[src/rtl/turn_sequencer.sv]
// turn_sequencer: owns the 3x3 board and alternates player / computer turns.
// Optional COMPUTER_FIRST_EN: after reset or restart the computer opens on cell 5.
module turn_sequencer #(
    parameter int SETTLE_CYCLES = 1
) (
    input  logic       clk,
    input  logic       reset,
    input  logic       restart,
    input  logic       player_move,
    input  logic [3:0] player_pos,
    input  logic       check,
    input  logic [3:0] blockthis,
    output logic [1:0] pos1,
    output logic [1:0] pos2,
    output logic [1:0] pos3,
    output logic [1:0] pos4,
    output logic [1:0] pos5,
    output logic [1:0] pos6,
    output logic [1:0] pos7,
    output logic [1:0] pos8,
    output logic [1:0] pos9,
    output logic       player_turn,
    output logic       illegal,
    output logic [3:0] last_comp_pos,
    output logic       game_over,
    output logic [1:0] winner
);

    localparam logic [2:0] S_PLAYER = 3'd0;
    localparam logic [2:0] S_EVALP  = 3'd1;
    localparam logic [2:0] S_WAIT   = 3'd2;
    localparam logic [2:0] S_COMP   = 3'd3;
    localparam logic [2:0] S_EVALC  = 3'd4;
    localparam logic [2:0] S_DONE   = 3'd5;

`ifdef COMPUTER_FIRST_EN
    localparam logic [2:0] S_START    = S_COMP;
    localparam logic       FIRST_INIT = 1'b1;
`else
    localparam logic [2:0] S_START    = S_PLAYER;
    localparam logic       FIRST_INIT = 1'b0;
`endif

    localparam logic [1:0] EMPTY    = 2'b00;
    localparam logic [1:0] PLAYER   = 2'b01;
    localparam logic [1:0] COMPUTER = 2'b10;

    localparam logic [1:0] W_PLAYER = 2'b01;
    localparam logic [1:0] W_COMP   = 2'b10;
    localparam logic [1:0] W_DRAW   = 2'b11;

    // Fallback preference, entry 0 first: centre, corners, then edges.
    localparam logic [8:0][3:0] FALLBACK = {4'd8, 4'd6, 4'd4, 4'd2, 4'd9,
                                            4'd7, 4'd3, 4'd1, 4'd5};

    logic [2:0]      state_q, state_d;
    logic [8:0][1:0] board_q, board_d;
    logic [3:0]      cnt_q, cnt_d;
    logic            illegal_q, illegal_d;
    logic [3:0]      last_q, last_d;
    logic [1:0]      winner_q, winner_d;
    logic            first_q, first_d;

    logic            player_ok;
    logic            block_ok;
    logic [3:0]      target;

    function automatic logic has_line(input logic [8:0][1:0] b, input logic [1:0] m);
        return (b[0] == m && b[1] == m && b[2] == m) ||
               (b[3] == m && b[4] == m && b[5] == m) ||
               (b[6] == m && b[7] == m && b[8] == m) ||
               (b[0] == m && b[3] == m && b[6] == m) ||
               (b[1] == m && b[4] == m && b[7] == m) ||
               (b[2] == m && b[5] == m && b[8] == m) ||
               (b[0] == m && b[4] == m && b[8] == m) ||
               (b[2] == m && b[4] == m && b[6] == m);
    endfunction

    function automatic logic is_full(input logic [8:0][1:0] b);
        logic full;
        full = 1'b1;
        for (int c = 0; c < 9; c++) begin
            if (b[c] == EMPTY) full = 1'b0;
        end
        return full;
    endfunction

    // The checker's suggestion is trusted only if it names an empty cell.
    always_comb begin
        player_ok = 1'b0;
        block_ok  = 1'b0;
        target    = 4'd0;
        for (int c = 0; c < 9; c++) begin
            if (player_pos == 4'(c + 1) && board_q[c] == EMPTY) player_ok = 1'b1;
            if (blockthis == 4'(c + 1) && board_q[c] == EMPTY) block_ok = 1'b1;
        end
        for (int i = 8; i >= 0; i--) begin
            if (board_q[FALLBACK[i] - 4'd1] == EMPTY) target = FALLBACK[i];
        end
        if (check && !first_q && block_ok) target = blockthis;
    end

    always_comb begin
        state_d   = state_q;
        board_d   = board_q;
        cnt_d     = cnt_q;
        illegal_d = 1'b0;
        last_d    = last_q;
        winner_d  = winner_q;
        first_d   = first_q;
        if (restart) begin
            state_d  = S_START;
            board_d  = '0;
            cnt_d    = 4'd0;
            last_d   = 4'd0;
            winner_d = 2'b00;
            first_d  = FIRST_INIT;
        end else begin
            case (state_q)
                S_PLAYER: begin
                    if (player_move) begin
                        if (player_ok) begin
                            for (int c = 0; c < 9; c++) begin
                                if (player_pos == 4'(c + 1)) board_d[c] = PLAYER;
                            end
                            state_d = S_EVALP;
                        end else begin
                            illegal_d = 1'b1;
                        end
                    end
                end
                S_EVALP: begin
                    if (has_line(board_q, PLAYER)) begin
                        winner_d = W_PLAYER;
                        state_d  = S_DONE;
                    end else if (is_full(board_q)) begin
                        winner_d = W_DRAW;
                        state_d  = S_DONE;
                    end else begin
                        cnt_d   = 4'(SETTLE_CYCLES);
                        state_d = S_WAIT;
                    end
                end
                S_WAIT: begin
                    if (cnt_q <= 4'd1) begin
                        cnt_d   = 4'd0;
                        state_d = S_COMP;
                    end else begin
                        cnt_d = cnt_q - 4'd1;
                    end
                end
                S_COMP: begin
                    for (int c = 0; c < 9; c++) begin
                        if (target == 4'(c + 1)) board_d[c] = COMPUTER;
                    end
                    last_d  = target;
                    first_d = 1'b0;
                    state_d = S_EVALC;
                end
                S_EVALC: begin
                    if (has_line(board_q, COMPUTER)) begin
                        winner_d = W_COMP;
                        state_d  = S_DONE;
                    end else if (is_full(board_q)) begin
                        winner_d = W_DRAW;
                        state_d  = S_DONE;
                    end else begin
                        state_d = S_PLAYER;
                    end
                end
                S_DONE:  state_d = S_DONE;
                default: state_d = S_PLAYER;
            endcase
        end
    end

    always_ff @(posedge clk or posedge reset) begin
        if (reset) begin
            state_q   <= S_START;
            board_q   <= '0;
            cnt_q     <= 4'd0;
            illegal_q <= 1'b0;
            last_q    <= 4'd0;
            winner_q  <= 2'b00;
            first_q   <= FIRST_INIT;
        end else begin
            state_q   <= state_d;
            board_q   <= board_d;
            cnt_q     <= cnt_d;
            illegal_q <= illegal_d;
            last_q    <= last_d;
            winner_q  <= winner_d;
            first_q   <= first_d;
        end
    end

    assign pos1          = board_q[0];
    assign pos2          = board_q[1];
    assign pos3          = board_q[2];
    assign pos4          = board_q[3];
    assign pos5          = board_q[4];
    assign pos6          = board_q[5];
    assign pos7          = board_q[6];
    assign pos8          = board_q[7];
    assign pos9          = board_q[8];
    assign player_turn   = (state_q == S_PLAYER);
    assign game_over     = (state_q == S_DONE);
    assign illegal       = illegal_q;
    assign last_comp_pos = last_q;
    assign winner        = winner_q;

endmodule

[config.mk]
export PLATFORM = sky130hd
export DESIGN_NAME = turn_sequencer
export DESIGN_NICKNAME = d
export VERILOG_FILES = /design/src/rtl/turn_sequencer.sv
export SDC_FILE = /design/constraint.sdc
export NUM_CORES = 1
export LEC_CHECK = 0
export ABC_CLOCK_PERIOD_IN_PS = 2000
export BUFFER_PORTS_ARGS = -buffer_cell sky130_fd_sc_hd__buf_2
export CORE_MARGIN = 2
export CORE_UTILIZATION = 45
export CTS_BUF_LIST = sky130_fd_sc_hd__clkbuf_8
export DETAILED_ROUTE_END_ITERATION = 8
export GPL_TIMING_DRIVEN = 0
export PLACE_DENSITY = 0.68
export SLEW_MARGIN = 5
export SYNTH_ARGS = -nofsm -noshare
export SYNTH_HDL_FRONTEND = slang
export SYNTH_SLANG_ARGS = --single-unit
[constraint.sdc]
create_clock -name clk -period 2 [get_ports clk]
set_input_delay 0.4 -clock clk [delete_from_list [all_inputs] [get_ports clk]]
set_output_delay 0.4 -clock clk [all_outputs]
set_load 0.02 [all_outputs]
## Word-level counts from Yosys, hierarchy flattened

Cells that the tools add are included.

- Output and inout bits: 27
- Input port bits: 13
- Logic and storage cells: 278
- Flip-flop bits (word level): 33

- Reductions and logical operators: 93
- Equal/unequal tests: 75
- Order comparisons: 1
- $add $sub $neg: 1
- Mux-type cells: 93

Operators with widths:

| kind | number |
|---|---|
| $mux 4 | 16 |
| $mux 18 | 3 |
| $logic_and 1x1->1 | 52 |
| $eq 4x3->1 const B | 12 |
| $mux 2 | 23 |
| $reduce_and 5->1 | 9 |
| $mux 1 | 39 |
| $ne 3x3->1 const B | 13 |
| $pmux 18 s2 | 1 |
| $ne 3x2->1 const B | 10 |
| $eq 4x2->1 const B | 6 |
| $eq 4x4->1 const B | 6 |
| $mux 3 | 8 |
| $eq 2x1->1 const B | 9 |
| $eq 2x2->1 const B | 9 |
| $logic_not 2->1 | 9 |
| $pmux 3 s6 | 1 |
| $logic_or 1x1->1 | 14 |
| $eq 4x1->1 const B | 3 |
| $reduce_and 3->1 | 3 |
| $reduce_bool 3->1 | 3 |
| $ne 4x4->1 const B | 2 |
| $pmux 4 s2 | 1 |
| $eq 3x2->1 const B | 2 |
| other kinds (8) | 9 |

## Logic depth before layout (Yosys ltp)

- Depth after elaboration: 17
- Depth in mapped cells: 8
- Depth with buffers taken out: 8

## Worst setup path after synthesis

OpenSTA, ideal clock, no wires.

- Kind: register to register
- From: register board_q (netlist bit pos1[1])
- To: register board_q (netlist bit pos7[1])
- Arrival time: 2.056 ns
- Slack: -0.137 ns
- Buffers on the path: 2
- Setup time: 0.082 ns
- Stages on the path, launching flop included: 9
- Cells stage by stage: dfrtp_1 -> buf_2 -> nor4b_2 -> o41ai_4 -> a221oi_4 -> buf_6 -> mux2i_1 -> a41oi_1 -> a31oi_1

- Cells in the longest elaborated chain, start to end: 16
- Elaborated cells on any way between the ends: 29

RTL lines:

| item | RTL line | RTL |
|---|---|---|
| start: declaration | 57 | `logic [8:0][1:0] board_q, board_d;` |
| start signal: assignment | 188 | `board_q <= board_d;` |
| $logic_not 2->1 * | 94, 95, 98 |  |
| $logic_and 1x1->1 | 95 | `if (blockthis == 4'(c + 1) && board_q[c] == EMPTY) block_ok = 1'b1;` |
| $mux 1 (9 in series) | 95 |  |
| $logic_and 1x1->1 | 100 | `if (check && !first_q && block_ok) target = blockthis;` |
| $mux 4 | 100 |  |
| $eq 4x3->1 | 154 | `if (target == 4'(c + 1)) board_d[c] = COMPUTER;` |
| $ne 3x3->1 (no source line) | - |  |
| $reduce_and 5->1 (no source line) * | - |  |

Every way passes the cells marked *; elsewhere a longest branch is shown, timed or not.
A chain may end at the register's enable or synchronous reset.

## Worst setup path in the final report

- From: register board_q (netlist bit pos2[1])
- To: register board_q (netlist bit pos1[1])

- Cells in the longest elaborated chain, start to end: 15
- Elaborated cells on any way between the ends: 31

RTL lines:

| item | RTL line |
|---|---|
| $logic_not 2->1 * | 94, 95, 98 |
| $logic_and 1x1->1 | 95 |
| $mux 1 (8 in series) | 95 |
| $logic_and 1x1->1 | 100 |
| $mux 4 | 100 |
| $eq 4x1->1 | 154 |
| $ne 3x3->1 (no source line) | - |
| $reduce_and 5->1 (no source line) * | - |

Marked as above.

==> key figures <==
Logic synthesis
  • Synthesized flop and latch total: 32
  • Top FF cell, synth: dfrtp_1
  • Post-Syn Area: 2680 um2
  • Ys async rst share: 1.00
  • Yosys synthesis warning count: 0
  • Post-synth top area cell: dfrtp_1
  • Synthesized instance count: 314
  • Syn_nets: roughly 330
  • Synthesized area per cell: about 8.5 um2
  • Synth area leaders: dfrtp_1, nor4bb_1, nor2_1
  • Post-synth cell types: 72
  • Post-synthesis sequential area ratio: 0.299
  • Top-area cell type share of the netlist area: 0.299
  • Post-synth EDFFs: 0

Critical path
  • CP Capture Type: register
  • Critical path's largest stage delay: 490 ps
  • Critical path buffers and inverters: 1
  • Top delay family on crit path: compound AO/OA/AOI/OAI gates
  • Slowest cell on the critical path: dfrtp_2
  • Crit Path Class: reg2reg
  • CP arrival: roughly 2300 ps
  • Startpoint types: register
  • Critical Path RT: 2210 ps
  • Crit-path cells: nor4b_4 > o41ai_4 > a221oi_4 > buf_4 > mux2i_2 > a41oi_1 > a31oi_1
  • Crit-path max FO: 6

Power and ir drop
  • Power Density: 806 nW/um2
  • Sw Share: 0.427
  • Pint: 1.69 mW
  • Psw: 1.26 mW
  • Pleak: around 1.5 nW
  • Combinational Power Share: 0.511
  • Peak supply drop: 0.000471 V
  • Total Power: 2.96 mW
  • Reg power frac: 0.301
  • Clock power frac: 0.188

Clock network
  • CTS clk-pin slew, worst paths: 80 ps
  • Max Root-Sink Buffers: 2
  • CTS root buf: clkbuf_8
  • CTS H-tree depth: 2
  • Hold-fix buffers, CTS: 0
  • Clock sink count: 32
  • TritonCTS clock tree: done
  • Total CTS buffers: 5
  • Worst-Skew Late Latency: 300 ps

Global route
  • Global-route usage over all layers: 0.295
  • Largest net degree at the start of global routing: 33
  • Initial antenna violation count: 0
  • First-pass GRT wire length: approximately 15000 um
  • Vias in the first global route: 2820
  • GR Overflow Total: 0

Routing
  • Vias post-DR: roughly 3100
  • DRT Pass-1 Iters: 5
  • Via density: 6.60
  • Average wire per standard cell: 21.0 um
  • ANT nets after route: 0
  • Post-Route WL: between 9000 and 10000 um
  • DRC: 0
  • Starting DRT DRC Count: 492

Floorplan
  • Chip height: 81.2 um
  • Initial Util: 0.459
  • I/O pin count: 40
  • CORE AREA: 5850 um2
  • Die ar.: 6600 um2
  • Cell Rows: 28
  • Die X: 81.2 um

Hold path
  • Worst min path class: in2async

STA
  • Setup violations, final: 16
  • Final worst setup slack: -118 ps
  • Max-slew headroom: 0.503
  • Fin. Hold Viols: 0
  • Slew @ Worst Pin: roughly 740 ps
  • Unrepaired setup endpoints after global routing: true
  • Period utilization: 1.06
  • Worst clock skew: 8.61 ps
  • Final min period: roughly 2100 ps
  • Max Slew Vio Count: 0
  • FMAX: 0.472 GHz

Placement
  • Post-DP HPWL: 5960 um
  • Place WS: -467 ps
  • RePlAce Congestion: 0.952
  • Port Buffers: 35

Job
  • Max-Cap Viols: 0

Layout
  • Area growth syn-to-layout: 36.6%
  • Register area: 820 um2
  • Util after Layout: 0.626
  • Nets@finish: roughly 400
  • Layout cell share with drive strength beyond 1: 0.438
  • Filler cells: roughly 510
  • Multi-input logic area: 1960 um2
  • Antenna diodes: 0

Run status
  • Run status: complete, but fails checks
  • Failing checks: setup timing
==> path summary, 6_finish.rpt <==
path	cells past startpoint	from	slack, ps	to
worst max-delay path	7	pos2[1]	-120	pos1[1]
worst max register to register	7	pos2[1]	-120	pos1[1]
max in group asynchronous	2	reset	1250	pos6[1]
min in group clk	2	player_move	380	illegal
worst min register to register	1	cnt_q[1]	520	cnt_q[1]
worst min-delay path	2	reset	230	pos8[1]
==> registers in the layout, indices dropped and copies added (netlist names) <==
register       flops
pos1               2
pos9               2
last_comp_pos      4
pos2               2
cnt_q              4
state_q            3
pos7               2
pos5               2
pos3               2
pos4               2
illegal            1
winner             2
pos8               2
pos6               2
==> per-stage QoR <==
stage	std cells	TNS (ps)	hold slack (ps)	area, um2
2_1_floorplan	314	0	478	2740
3_3_place_gp	424	-7660	509	3010
3_5_place_dp	424	-8280	508	3010
4_1_cts	452	-221	386	3440
5_1_grt	463	-2900	306	3660
6_report	463	-781	228	3660
==> synth_stat cells, types with 5 or more instances <==
| library cell | n |
|---|---|
| nor3_1 | 10 |
| a211oi_1 | 7 |
| o21ai_1 | 6 |
| a21oi_1 | 15 |
| o21ai_0 | 7 |
| nor2b_1 | 9 |
| nor4bb_1 | 18 |
| nor2_1 | 37 |
| dfrtp_1 | 32 |
| inv_1 | 11 |
| nand2_1 | 20 |
| nand3_1 | 6 |
| buf_2 | 13 |
| a31oi_1 | 14 |
| a41oi_1 | 5 |
| clkbuf_1 | 8 |
==> cell usage in the layout, fill, tap and decap left out, types with 4 or more instances in the layout <==
| cell | netlist | layout |
|---|---|---|
| nand3_1 | 6 | 5 |
| dfrtp_1 | 32 | 17 |
| buf_2 | 13 | 39 |
| or4b_1 | 4 | 4 |
| a31oi_1 | 14 | 10 |
| clkbuf_8 | 0 | 8 |
| dfrtp_2 | 0 | 15 |
| buf_4 | 1 | 31 |
| a21oi_1 | 15 | 13 |
| o21ai_0 | 7 | 6 |
| inv_1 | 11 | 11 |
| nor2_1 | 37 | 34 |
| a211oi_2 | 0 | 4 |
| nand2b_1 | 4 | 4 |
| buf_6 | 2 | 7 |
| nor3_2 | 4 | 4 |
| nor4bb_1 | 18 | 17 |
| nor2b_1 | 9 | 8 |
| nor3_1 | 10 | 8 |
| o21ai_1 | 6 | 6 |
| nand2_1 | 20 | 18 |
==> repair_timing <==
item,in CTS,in global routing
endpoints found under the setup margin,29,30
buffers inserted,21,9
resized for setup,40,35
pin swaps,14,11
cloned,1,2
==> area by class of cell <==
class | count | share of cell area
buffer | 23 | 0.0522
clock buffer | 6 | 0.0225
clock inverter | 2 | 0.00307
inverter | 11 | 0.0113
multi-input combinational | 246 | 0.534
sequential | 32 | 0.224
tap | 75 | 0.0256
timing repair buffer | 68 | 0.127
==> power by group through the flow <==
stage	registers (mW)	logic [mW]	clock network, mW
2_1_floorplan	0.889	0.751	0
3_3_place_gp	0.841	1.10	0
3_5_place_dp	0.844	1.11	0
4_1_cts	0.869	1.31	0.553
5_1_grt	0.895	1.60	0.581
6_report	0.889	1.51	0.555
==> kinds of logic after synthesis <==
logic type	Yosys count	synth area share
AOI/OAI and AO/OA	88	0.247
xor gates and xnor gates	1	0.00327
adders and majority gates	2	0.00933
buffers and inverters	36	0.0648
DFF	32	0.299
muxes	3	0.0112
and+or+nand+nor	152	0.366
==> metal layers <==
metal | routed length, um | part of all wire | GRT usage | vias to the layer above
met1 | 3970 | 0.41 | 0.393 | 1439
met2 | 4400 | 0.45 | 0.454 | 213
met5 | 0 | 0 | 0 | -
li1 | - | - | - | 1355
met4 | 372 | 0.038 | 0.110 | 0
met3 | 979 | 0.10 | 0.0833 | 51
Power figures use the tool's default switching activity.
